**config.mk**
```make
export PLATFORM = sky130hd
export DESIGN_NAME = time_display
export DESIGN_NICKNAME = d
export VERILOG_FILES = /design/src/rtl/musicbox_pkg.sv /design/src/rtl/seg7_decode.sv /design/src/rtl/time_display.sv
export SDC_FILE = /design/constraint.sdc
export NUM_CORES = 1
export LEC_CHECK = 0
export CORE_UTILIZATION = 55
export CTS_BUF_LIST = sky130_fd_sc_hd__clkbuf_4 sky130_fd_sc_hd__clkbuf_8
export DETAILED_ROUTE_END_ITERATION = 6
export GPL_TIMING_DRIVEN = 0
export PLACE_DENSITY = 0.74
export SKIP_LAST_GASP = 1
export SLEW_MARGIN = 40
export SYNTH_ARGS = -nofsm -noshare
export SYNTH_HDL_FRONTEND = slang
export SYNTH_SLANG_ARGS = --single-unit
export TNS_END_PERCENT = 20
```
**constraint.sdc**
```tcl
create_clock -name clk -period 2.7 [get_ports clk]
set_input_delay 0.81 -clock clk [delete_from_list [all_inputs] [get_ports clk]]
set_output_delay 0.81 -clock clk [all_outputs]
set_load 0.02 [all_outputs]
```
**src/rtl/musicbox_pkg.sv**
```systemverilog
// Shared definitions for the music box display blocks: segment patterns,
// digit count and the BCD conversion state encoding.
package musicbox_pkg;

    localparam int NUM_DIGITS = 4;

    // Active-low patterns, bit order {g,f,e,d,c,b,a}
    localparam logic [6:0] SEG_0     = 7'b1000000;
    localparam logic [6:0] SEG_1     = 7'b1111001;
    localparam logic [6:0] SEG_2     = 7'b0100100;
    localparam logic [6:0] SEG_3     = 7'b0110000;
    localparam logic [6:0] SEG_4     = 7'b0011001;
    localparam logic [6:0] SEG_5     = 7'b0010010;
    localparam logic [6:0] SEG_6     = 7'b0000010;
    localparam logic [6:0] SEG_7     = 7'b1111000;
    localparam logic [6:0] SEG_8     = 7'b0000000;
    localparam logic [6:0] SEG_9     = 7'b0010000;
    localparam logic [6:0] SEG_BLANK = 7'b1111111;

    typedef enum logic {
        IDLE = 1'b0,
        CONV = 1'b1
    } conv_state_t;

endpackage

```
**src/rtl/seg7_decode.sv**
```systemverilog
// Combinational 4-bit digit to active-low seven-segment pattern decoder.
// Codes above 9 are shown blank.
module seg7_decode
    import musicbox_pkg::*;
(
    input  logic [3:0] digit,
    output logic [6:0] seg
);

    always_comb begin
        seg = SEG_BLANK;
        case (digit)
            4'd0: seg = SEG_0;
            4'd1: seg = SEG_1;
            4'd2: seg = SEG_2;
            4'd3: seg = SEG_3;
            4'd4: seg = SEG_4;
            4'd5: seg = SEG_5;
            4'd6: seg = SEG_6;
            4'd7: seg = SEG_7;
            4'd8: seg = SEG_8;
            4'd9: seg = SEG_9;
            default: seg = SEG_BLANK;
        endcase
    end

endmodule

```
**src/rtl/time_display.sv**
```systemverilog
// MM.SS elapsed-time display: sequential binary-to-BCD conversion, multiplexed
// active-low seven-segment scan, and whole-display blink while paused.
module time_display
    import musicbox_pkg::*;
#(
    parameter int REFRESH_DIV = 100000,
    parameter int BLINK_DIV   = 25000000
) (
    input  logic       clk,
    input  logic       RESET,
    input  logic [5:0] mins,
    input  logic [5:0] secs,
    input  logic       pause,
    output logic [3:0] an,
    output logic [6:0] seg,
    output logic       dp
);

    localparam int RW = (REFRESH_DIV > 1) ? $clog2(REFRESH_DIV) : 1;
    localparam int BW = (BLINK_DIV > 1) ? $clog2(BLINK_DIV) : 1;

    conv_state_t state, state_nxt;
    logic        start, commit;

    logic [11:0] captured;
    logic [5:0]  m_rem, s_rem;
    logic [3:0]  m_tens, s_tens;
    logic [4*NUM_DIGITS-1:0] digits;

    logic [RW-1:0] refresh_cnt;
    logic [1:0]    sel;
    logic [BW-1:0] blink_cnt;
    logic          blink_phase;

    logic [3:0] cur_digit;
    logic [6:0] cur_seg;

    always_comb begin
        state_nxt = state;
        start     = 1'b0;
        commit    = 1'b0;
        case (state)
            IDLE: begin
                if ({mins, secs} != captured) begin
                    start     = 1'b1;
                    state_nxt = CONV;
                end
            end
            CONV: begin
                if (m_rem < 6'd10 && s_rem < 6'd10) begin
                    commit    = 1'b1;
                    state_nxt = IDLE;
                end
            end
            default: state_nxt = IDLE;
        endcase
    end

    always_ff @(posedge clk) begin
        if (RESET) state <= IDLE;
        else       state <= state_nxt;
    end

    // Capture and committed digits: all four digits update on the same edge
    always_ff @(posedge clk) begin
        if (RESET) begin
            captured <= '0;
            digits   <= '0;
        end else if (start) begin
            captured <= {mins, secs};
        end else if (commit) begin
            digits <= {m_tens, m_rem[3:0], s_tens, s_rem[3:0]};
        end
    end

    // Subtract-by-10 engine; minutes and seconds run in parallel
    always_ff @(posedge clk) begin
        if (start) begin
            m_rem  <= mins;
            s_rem  <= secs;
            m_tens <= 4'd0;
            s_tens <= 4'd0;
        end else if (state == CONV && !commit) begin
            if (m_rem >= 6'd10) begin
                m_rem  <= m_rem - 6'd10;
                m_tens <= m_tens + 4'd1;
            end
            if (s_rem >= 6'd10) begin
                s_rem  <= s_rem - 6'd10;
                s_tens <= s_tens + 4'd1;
            end
        end
    end

    always_ff @(posedge clk) begin
        if (RESET) begin
            refresh_cnt <= '0;
            sel         <= 2'd0;
        end else if (refresh_cnt == RW'(REFRESH_DIV - 1)) begin
            refresh_cnt <= '0;
            sel         <= sel + 2'd1;
        end else begin
            refresh_cnt <= refresh_cnt + 1'b1;
        end
    end

    always_ff @(posedge clk) begin
        if (RESET || !pause) begin
            blink_cnt   <= '0;
            blink_phase <= 1'b0;
        end else if (blink_cnt == BW'(BLINK_DIV - 1)) begin
            blink_cnt   <= '0;
            blink_phase <= ~blink_phase;
        end else begin
            blink_cnt <= blink_cnt + 1'b1;
        end
    end

    assign cur_digit = digits[{sel, 2'b00} +: 4];

    seg7_decode u_dec (
        .digit (cur_digit),
        .seg   (cur_seg)
    );

    // Output registers lag sel by one cycle; dp sits left of the seconds tens
    always_ff @(posedge clk) begin
        if (RESET) begin
            an  <= 4'b1111;
            seg <= SEG_BLANK;
            dp  <= 1'b1;
        end else begin
            an  <= blink_phase ? 4'b1111 : ~(4'b0001 << sel);
            seg <= cur_seg;
            dp  <= (sel != 2'd2);
        end
    end

endmodule
```
; Word level (Yosys, flattened, before mapping)
; Memory sizes are Yosys's and may differ from the RTL's. A register that Yosys moved wholly into a read port is not among the register bits.
; Cells that the tools add are included.
[word_totals]
ff_bits = 99
latch_bits = 0
ram_bits = 0
mem_bits_ro = 112
output_inout_bits = 12
memories = 1
[mem_list]
columns = name, words, word_bits, read_ports, rd_ports_with_merged_regs, wr, line
row1 = (name not given), 16, 7, 1, 1, 0, seg7_decode.sv:12  ; case (digit)
[classes]
add_sub_neg = 7
n_mul = 0
div_mod_pow = 0
n_lt_le_gt_ge = 4
n_eq_ne = 4
n_shift = 2
muxes = 12
n_bitwise = 4
reduce_logical = 16
[op_table]
columns = op, count
row1 = two-way mux 6 bit, 6
row2 = "adder 25 x 1 -> 25 bit, second input constant", 1
row3 = "equality test 25 bit, second input constant", 1
row4 = "adder 17 x 1 -> 17 bit, second input constant", 1
row5 = "equality test 17 bit, second input constant", 1
row6 = variable part select 16 x 5 -> 4 bit, 1
row7 = ">= comparator 6 x 4 -> 1 bit, second input constant", 2
row8 = "< comparator 6 x 4 -> 1 bit, second input constant", 2
row9 = != test 12 bit, 1
row10 = "subtractor 6 x 4 -> 6 bit, second input constant", 2
row11 = AND reduction 2 bit, 5
row12 = "adder 4 x 1 -> 4 bit, second input constant", 2
row13 = nonzero test 2 bit, 3
row14 = OR reduction 2 bit, 3
row15 = two-way mux 1 bit, 5
row16 = inverter 4 bit, 1
row17 = "left shift 1 x 2 -> 4 bit, first input constant", 1
row18 = inverter 1 bit, 3
row19 = "adder 2 x 1 -> 2 bit, second input constant", 1
row20 = logical AND 1 bit, 2
row21 = zero test 1 bit, 2
row22 = "!= test 2 bit, second input constant", 1
row23 = one-hot mux 1 bit (2 select lines), 1
row24 = logical OR 1 bit, 1

; Logic depth before layout (Yosys ltp)
; Gate-level depths: netlist of run 1.
[logic_depth]
depth_word = 8
mapped_depth = 8
depth_no_buf = 7

; Hierarchy
; A second synthesis of run 1 with hierarchy kept.
[hier_totals]
cells_unflattened = 610
hier_area_um2 = 5297.6
[by_module_without_submodules]
columns = mod, n_inst, cells_per_inst, area_each_um2, seq_area_each_um2
row1 = time_display, 1, 579, 5097.4, 2242.2
row2 = seg7_decode, 1, 31, 200.2, 0.0

; Worst setup path after synthesis of run 1
; Ideal clock, no wire load.
[synth_timing]
path_kind = input-to-reg
from = input secs[3]
to = register m_rem[3], data pin
setup_ps = 262
t_arrival_ps = 2181
required_ps = 2438
slack_ps = 257
path_stages = 6
n_path_buf = 2
cell_sequence = xnor2_1 and4_1 clkbuf_1 a31oi_1 buf_2 mux2_1
[synth_via]
elab_chain_len = 4
[synth_rtl]
columns = element, line
row1 = start: declaration, time_display.sv:12  ; input logic [5:0] secs,
row2 = != test 12 bit, time_display.sv:44  ; if ({mins, secs} != captured) begin
row3 = two-way mux 1 bit, time_display.sv:44
row4 = two-way mux 1 bit, time_display.sv:42  ; case (state)
row5 = two-way mux 6 bit, time_display.sv:78  ; if (start) begin
row6 = end signal: assignment, time_display.sv:79  ; m_rem <= mins;
row7 = end signal: assignment, time_display.sv:85  ; m_rem <= m_rem - 6'd10;
row8 = end: declaration, time_display.sv:26  ; logic [5:0] m_rem, s_rem;
; No other way between the ends.
; A chain may end at the register's enable or synchronous reset.

; Worst setup path in the final report of run 1
[layout_timing]
from = input secs[4]
to = register s_rem[2], enable pin
[layout_via]
elab_chain_len = 5
word_cells_on_any_way = 6
[layout_rtl]
columns = element, line
row1 = != test 12 bit (*), time_display.sv:44
row2 = two-way mux 1 bit (*), time_display.sv:44
row3 = two-way mux 1 bit (*), time_display.sv:42
row4 = nonzero test 2 bit (no source line), -
row5 = AND reduction 2 bit (no source line) (*), -
row6 = end signal: assignment, time_display.sv:80  ; s_rem <= secs;
row7 = end signal: assignment, time_display.sv:89  ; s_rem <= s_rem - 6'd10;
row8 = end: declaration, time_display.sv:26
; Every way passes the cells marked *; elsewhere a longest branch is shown, timed or not.

==> metrics list, run 1 <==
- Met2 routed wirelength: 5400 um
- The final layout contains 666 nets.
* Count of clock tree sinks: 106
- Yosys mapped the design onto 47 distinct sky130hd cell types.
- After synthesis the cells add up to 5260 um^2.
- The share of total power dissipated in the clock network is 0.296.
- In this run the clock root is driven by a clkbuf_8.
- Remaining antenna violation count: 0
- Antenna fix cells: 0
- By instance count, the leading cell after synthesis is dfxtp_1.
* Net switching power figure: 0.979 mW
- Worst Hold Margin: 0.455 ns
- Area of the core: 9240 um^2
* Flip-flop and latch count after synthesis: 106
- The die covers 9960 um^2.
- IR analysis of the VDD net gives a maximum drop of 0.335 mV.
- The count of buffers added on input and output ports is 25.
- Compared with the post-synthesis result, the final layout area differs by 12.0%.
- Worst clock skew: 0.0108 ns
- Startpoint of the worst register-to-register path: refresh_cnt[0]
* End point of the critical path: s_rem[2]
- For this configuration, the core starts out at a cell density of 0.570.
- The final layout contains routed wiring with a total length of 11500 um.
- R2r setup slk: 0.48 ns
- In this run the worst setup path begins at secs[4].
- Worst Hold Class: register to register
- Critical path startpoint category: input port
- By count the netlist is led by dfxtp_1 (94), a21oi_1 (50), nor2_1 (48), nand3_1 (43), o21ai_0 (43).
- Length of routed wiring on met1: 5310 um
- Biggest area contributors in the synthesized netlist: dfxtp_1 (36%), edfxtp_1 (6.8%), a21oi_1 (4.8%)
- Detailed placer's ending HPWL: 8350 um
- Final count of pins violating max slew: 0
- Dividing the detail-routed via count by the number of cells gives 5.74.
* Outcome: finished, final reports clean
- Top routing layer in use: met4
- Routability-driven placement finished with a final weighted congestion of 0.901.
* Inserted Clock Buffers: 9
- The share of synthesized area in the top cell type comes to 0.358.
- Total internal power: 2.40 mW
- During synthesis, Yosys emitted a total of 0 warnings.
- Setup total negative slack on the finished layout was measured at 0 ns.
- Cells after Synth: 600
* Critical path capture point type: register
- For the worst setup path, the data arrival time is 2.70 ns.
* Count of final setup violators: 0
- After synthesis, the share of flip-flops with an asynchronous set or reset is 0.
- The first detailed-routing pass ran for 5 iterations.
- The later pin in the worst-skew pair is clocked with a latency of 0.37 ns.
- Max-capacitance violation count: 0
* Site row count: 35
- DR DRC count: 0
- Sum of internal, switching and leakage power: 3.38 mW
- TritonCTS clock tree: built
- Most area-hungry cell type in the Yosys netlist: dfxtp_1
* Part of the total power dissipated in sequential elements: 0.540
* Sequential-to-total area share from yosys stat: 0.426
- The routed design could run at a clock period as short as 2.65 ns.
* Unrepaired setup endpoints after global routing: no
* Total power divided by cell area: 573 nW/um^2
- Measured in cells, the most critical reg-to-reg path has a length of 7.
- At the worst endpoint, the required time is 2.76 ns.
* Worst-path clk slew: 0.10 ns
- Maximum operating frequency: 378 MHz
* Reg-to-Reg End: refresh_cnt[6]
* Global-route wire length before repair: 18800 um
- EDFF count, synth: 12
* Synthesized netlist net count: 630
* Switching power share of the total: 0.290
- Maximum number of pins on one net before global-route repair: 19
* Final global-route overflow total: 0
- Buffer depth of the longest clock path: 2
- Dividing the detail-routed wire length by the instance count gives 14.9 um.
- Maximum net fanout on the critical path: 10
* Worst slew margin relative to its limit: 0.530
* Static leakage: 1.99 nW
- The number of antenna violations at the first check in global routing is 0.
* GRT Total Usage: 0.237
- Pin placement for this block handled 27 I/O pins.
- The final-report hold violation count came to 0.
- Among all flip-flop cells after synthesis, the most frequent one is dfxtp_1.
* Detailed Route Iter0 Violations: 243
- The H-tree generated during clock tree synthesis spans 3 levels.
- Of the cells placed in the final design, the portion with a size suffix greater than 1 is 0.0655.
- Final Cycle Share: 0.981
- Met3 routed WL: 544 um
- At the pin with the least slew margin, the transition time is 0.699 ns.
- Height of the die: 99.8 um
- Die boundary width: 99.8 um
- The routed layout has 4420 vias.
* Synthesized area divided by synthesized cell count: 8.77 um^2
- Combinational share of power: 0.164
- By startpoint and endpoint, the worst setup path is classified as input port to register.
* Via count of the first global-routing pass: 4135
layout by cell type (no fill, tap or decap), drive strengths merged, types with 3 or more instances in the layout:
cell type,synthesis,final
a21oi,52,52
nand2,31,31
dfxtp,94,94
nor2,48,48
and2,3,3
or3,8,8
or2,5,5
o211ai,3,3
nor4,4,4
o21ai,43,43
xor2,20,20
mux2i,8,8
clkinv,0,3
nand2b,5,5
o21a,3,3
xnor2,24,24
nor2b,14,14
o31ai,14,14
buf,8,8
nand3,44,44
mux4,4,4
or4,16,16
nand4,25,25
inv,23,24
nor3,7,7
ha,15,15
nor3b,8,8
and3,8,8
edfxtp,12,12
clkdlybuf4s50,0,25
clkbuf,30,39
and4,6,6
mux2,7,7
sequential cells by signal, indices dropped and copies added, names as in the netlist:
name	count
blink_cnt	25
refresh_cnt	17
digits	16
captured	12
seg	7
m_rem	6
s_rem	6
an	4
m_tens	4
s_tens	4
sel	2
blink_phase	1
dp	1
state	1
per-stage QoR:
step / instance area, um^2 / utilization / cells / worst slack, ns
6_report: 5890 / 0.638 / 770 / 0.0523
5_1_grt: 5890 / 0.638 / 770 / 0.00930
4_1_cts: 5890 / 0.638 / 770 / 0.0616
3_5_place_dp: 5670 / 0.614 / 754 / -0.626
3_3_place_gp: 5670 / 0.614 / 754 / -0.607
2_1_floorplan: 5260 / - / 600 / 0.257
critical path, cell delays in order:
cell             delay (ns)
clkdlybuf4s50_1        0.51
xnor2_1                0.19
and4_1                 0.20
clkbuf_1               0.17
a31oi_4                0.31
buf_4                  0.25
nand2b_1               0.27
routing by layer:
layer	GRT usage	vias up
met2	0.398	126
met3	0.0362	19
met1	0.307	2070
li1	-	2205
met4	0.0905	0
met5	0	-
power by group through the flow:
stage          Combinational [mW]  Sequential (mW)  Clock [mW]
6_report                    0.555             1.82        1.00
5_1_grt                     0.609             1.84        1.07
4_1_cts                     0.553             1.82        1.02
2_1_floorplan               0.392             1.84           0
3_3_place_gp                0.522             1.85           0
3_5_place_dp                0.544             1.86           0
area by class of cell:
type                            instances  area (um^2)
Fill cell                             778         3350
Tap cell                              129          161
Clock buffer                            9          124
Sequential cell                       106         2240
Timing Repair Buffer                   25          250
Clock inverter                          7         78.8
Multi-Input combinational cell        433         2800
Buffer                                 38          156
Inverter                               23         86.3
worst min path at each step:
stage	depth (start not counted)	endpoint	slack (ns)	start
global placement	1	refresh_cnt[0]	0.42	refresh_cnt[0]
floorplan	1	refresh_cnt[0]	0.41	refresh_cnt[0]
CTS	1	refresh_cnt[0]	0.46	refresh_cnt[0]
global route	1	refresh_cnt[0]	0.48	refresh_cnt[0]
finish	1	refresh_cnt[0]	0.46	refresh_cnt[0]
detailed placement	1	blink_cnt[0]	0.45	blink_cnt[0]
timing repair:
action / 4_1_cts / 5_1_grt
resized for setup: 3 / 0
setup buffers: 0 / 0
hold buffers: 0 / 0
endpoints found under the setup margin: 14 / 0
logic make-up after synthesis:
family | Yosys count | share of synthesized area
and+or+nand+nor | 236 | 0.247
muxes | 19 | 0.0473
adders and majority gates | 15 | 0.0357
AOI/OAI and AO/OA | 119 | 0.125
DFF | 106 | 0.426
buffers and inverters | 61 | 0.0456
xor gates and xnor gates | 44 | 0.0732
Power figures use the tool's default switching activity.
==> run 2, diff against run 1 <==
- PLACE_DENSITY: 0.74 -> 0.77
- clock period: 2.7 -> 2.38 ns (I/O delays scaled with it)
==> run 2 against run 1 <==
  * Die area unchanged
  * Routed wire length increased by 1.3%
  * Final area about the same
  * Setup slack got worse by 0.036 ns
  * First-iteration DRC count decreased by 14%
  * Sequential share of layout area about the same
  * Core utilization about the same
  * Power increased by 9.8%
  * Hold slack improved by 0.0026 ns
  * Sequential power increased by 14%
  * Cell count increased by 0.13%
  * Critical endpoint is now s_rem[0]
  * Largest cell class unchanged
==> metrics list, run 2 (synthesis results as in run 1) <==
* Remaining antenna violation count: 0 (unchanged)
* Fin. Hold Viols: 0 (unchanged)
- The total of buffers placed on input and output ports came to 25 (unchanged).
- The number of maximum-capacitance constraint violations came to 0 (unchanged).
* Unrepaired setup endpoints after global routing: yes
- The instance area after placement came to 5670 um^2 (unchanged).
* Final global-route overflow total: 0 (unchanged)
- Routed wire per std cell: 15.1 um (+1.1%)
- Hold-fix buffers, CTS: 0 (unchanged)
- The minimum setup slack among reg-to-reg paths is 0.17 ns (-0.31 ns).
- Final count of pins violating max slew: 0 (unchanged)
- The setup path with the least slack is of type input port to register.
- Area overhead of the layout relative to synthesis: 12.1% (about the same)
- Transition time of the tightest slew-check pin: 0.700 ns (+0.00155 ns)
* DR DRC count: 0 (unchanged)
- The remaining max-slew budget at the tightest pin was 0.529 (-0.000939).
- The global-route wire length before repair came to 20000 um (+6.3%).
* Antenna fix cells: 0 (unchanged)
* Met2 routing resource usage after global routing: 0.415 (+0.0164)
- The placer's final routability congestion estimate is 0.883 (-2.0%).
- The die width came to 99.8 um (unchanged).
- The final number of setup-violating endpoints is 0 (unchanged).
- Walking the worst path, the cells encountered are clkdlybuf4s50_1 > xnor2_1 > and4_2 > buf_1 > a31oi_1.
- The deepest level of the CTS H-tree is 3 (unchanged).
- Detailed placer's ending HPWL: 8420 um (+0.89%)
- The global routing stage identified its most utilized layer as met2.
* Number of antenna violations at the first check in global routing: 0 (unchanged)
* Outcome: finished, final reports clean
- Share of final-layout standard cells stronger than drive strength 1: 0.0779 (+0.0124)
- STA classifies the critical path startpoint as an input port.
* Data arrival time of the critical path: 2.47 ns (-0.23 ns)
* Die area: 9960 um^2 (unchanged)
- Worst VDD drop: 0.449 mV (+34%)
- Maximum number of pins on one net before global-route repair: 18 (-1)
* Area of the core: 9240 um^2 (unchanged)
* Most common cell after layout, fill and taps aside: dfxtp_1
- # nets final: 667 (+0.15%)
* Detail-routed via count per cell: 5.73 (-0.11%)
- Total length of routed wires: 11600 um (+1.3%)
- The post-route setup TNS is 0 ns (unchanged).
- Worst Hold Class: register to register
- GRT met3 Usage: 0.0474 (+0.0111)
- The setup skew after layout is 0.0115 ns (+0.000688 ns).
- The power density over the cells came to 629 nW/um^2 (+9.8%).
- Count of filler cells inserted in the layout: 791 (+1.7%)
- The die height is 99.8 um (unchanged).
- The detailed-route via count was 4421 (+0.023%).
* Final critical delay including setup and external delays: 2.36 ns
* Inserted Clock Buffers: 9 (unchanged)
- Most frequent cells in the layout: dfxtp_1 (94), a21oi_1 (50), nor2_1 (48), o21ai_0 (43), nand3_1 (43)
- The largest registers in the layout are blink_cnt x25, refresh_cnt x17, digits x16.
* Clock latency on the worst-skew pair: 0.37 ns (about the same)
- Max stage delay cell, worst path: clkdlybuf4s50_1
- Maximum net fanout on the critical path: 10 (unchanged)
- The leakage power was 2.01 nW (+0.72%).
* GRT Total Usage: 0.250 (+0.0136)
- For this run, the top clock speed supported by timing is 423 MHz.
- Buffer depth of the longest clock path: 2 (unchanged)
- Area taken by multi-input logic gates: 2800 um^2 (+0.31%)
- The total number of clock tree sinks is 106 (unchanged).
- Number of detailed-routing iterations run before antenna repair: 5 (unchanged)
- The tree is rooted in a clkbuf_8.
* TritonCTS clock tree: built
- Via count of the first global-routing pass: 4361 (+5.5%)
- Required time at the worst-slack endpoint: 2.48 ns (-0.28 ns)
- Final std cell area, no fill: 5900 um^2 (about the same)
* Starting utilization of the core area: 0.570 (unchanged)
- Flip-flop count of the largest register, all copies and words added: 25 (unchanged)
- The DRC violation total after the first TritonRoute iteration was 210 (-14%).
- Final Cycle Share: 0.993
- STA classifies the critical path endpoint as a register.
- The number of top-level pins is 27 (unchanged).
- Site row count: 35 (unchanged)
- The worst stage delay on the critical path came to 0.59 ns (+0.08 ns).
- The register with the most flip-flops in the final layout is blink_cnt.
* Worst-path clk slew: 0.09 ns (about the same)
* Sequential standard cell area: 2240 um^2 (unchanged)
- Met1 usage: 0.320 (+0.0124)
-- run 2: final cells by class --
cell class / instances / share of cell area
Timing Repair Buffer: 29 / 0.0475
Clock buffer: 10 / 0.0223
Tap cell: 129 / 0.0274
Multi-Input combinational cell: 433 / 0.475
Clock inverter: 6 / 0.00700
Sequential cell: 106 / 0.380
Inverter: 23 / 0.0146
Buffer: 35 / 0.0255
-- run 2: timing repair --
item / 4_1_cts / 5_1_grt
setup buffers: 4 / 0
gates resized for setup: 5 / 3
pin swaps: 1 / 0
endpoints found under the setup margin: 32 / 32
-- run 2: through the flow --
step / hold slack (ns) / std cells / total power, mW / setup WS, ns / util
floorplan: 0.413 / 600 / 2.53 / 0.0327 / -
global placement: 0.423 / 754 / 2.69 / -0.819 / 0.614
detailed placement: 0.452 / 754 / 2.72 / -0.883 / 0.614
CTS: 0.465 / 772 / 3.73 / 0.00319 / 0.638
global route: 0.491 / 771 / 3.89 / -0.0211 / 0.638
finish: 0.458 / 771 / 3.71 / 0.0158 / 0.638
-- run 2: path summary, 6_finish.rpt --
check | startpoint | endpoint | cells after the start
worst max register to register | m_rem[1] | digits[1] | 5
worst max-delay path | mins[0] | s_rem[0] | 5
worst min register to register | refresh_cnt[0] | refresh_cnt[0] | 1
worst min-delay path | refresh_cnt[0] | refresh_cnt[0] | 1
-- run 2: layer usage --
| metal | vias up | part of all wire |
|---|---|---|
| met5 | - | 0 |
| met4 | 0 | 0.029 |
| met3 | 33 | 0.039 |
| met2 | 134 | 0.47 |
| met1 | 2047 | 0.46 |
| li1 | 2207 | - |
-- run 2: critical path, delay by kind of cell --
kind            cells  cell delay (ns)
compound gates      1             0.19
xor+xnor            1             0.18
buf+inv             2             1.04
simple gates        1             0.34
-- run 2: power by group --
part	total (mW)	switching (mW)	internal [mW]
combinational	0.637	0.362	0.276
sequential	2.07	0.112	1.96
clock	1.00	0.609	0.395
total	3.71	1.08	2.63
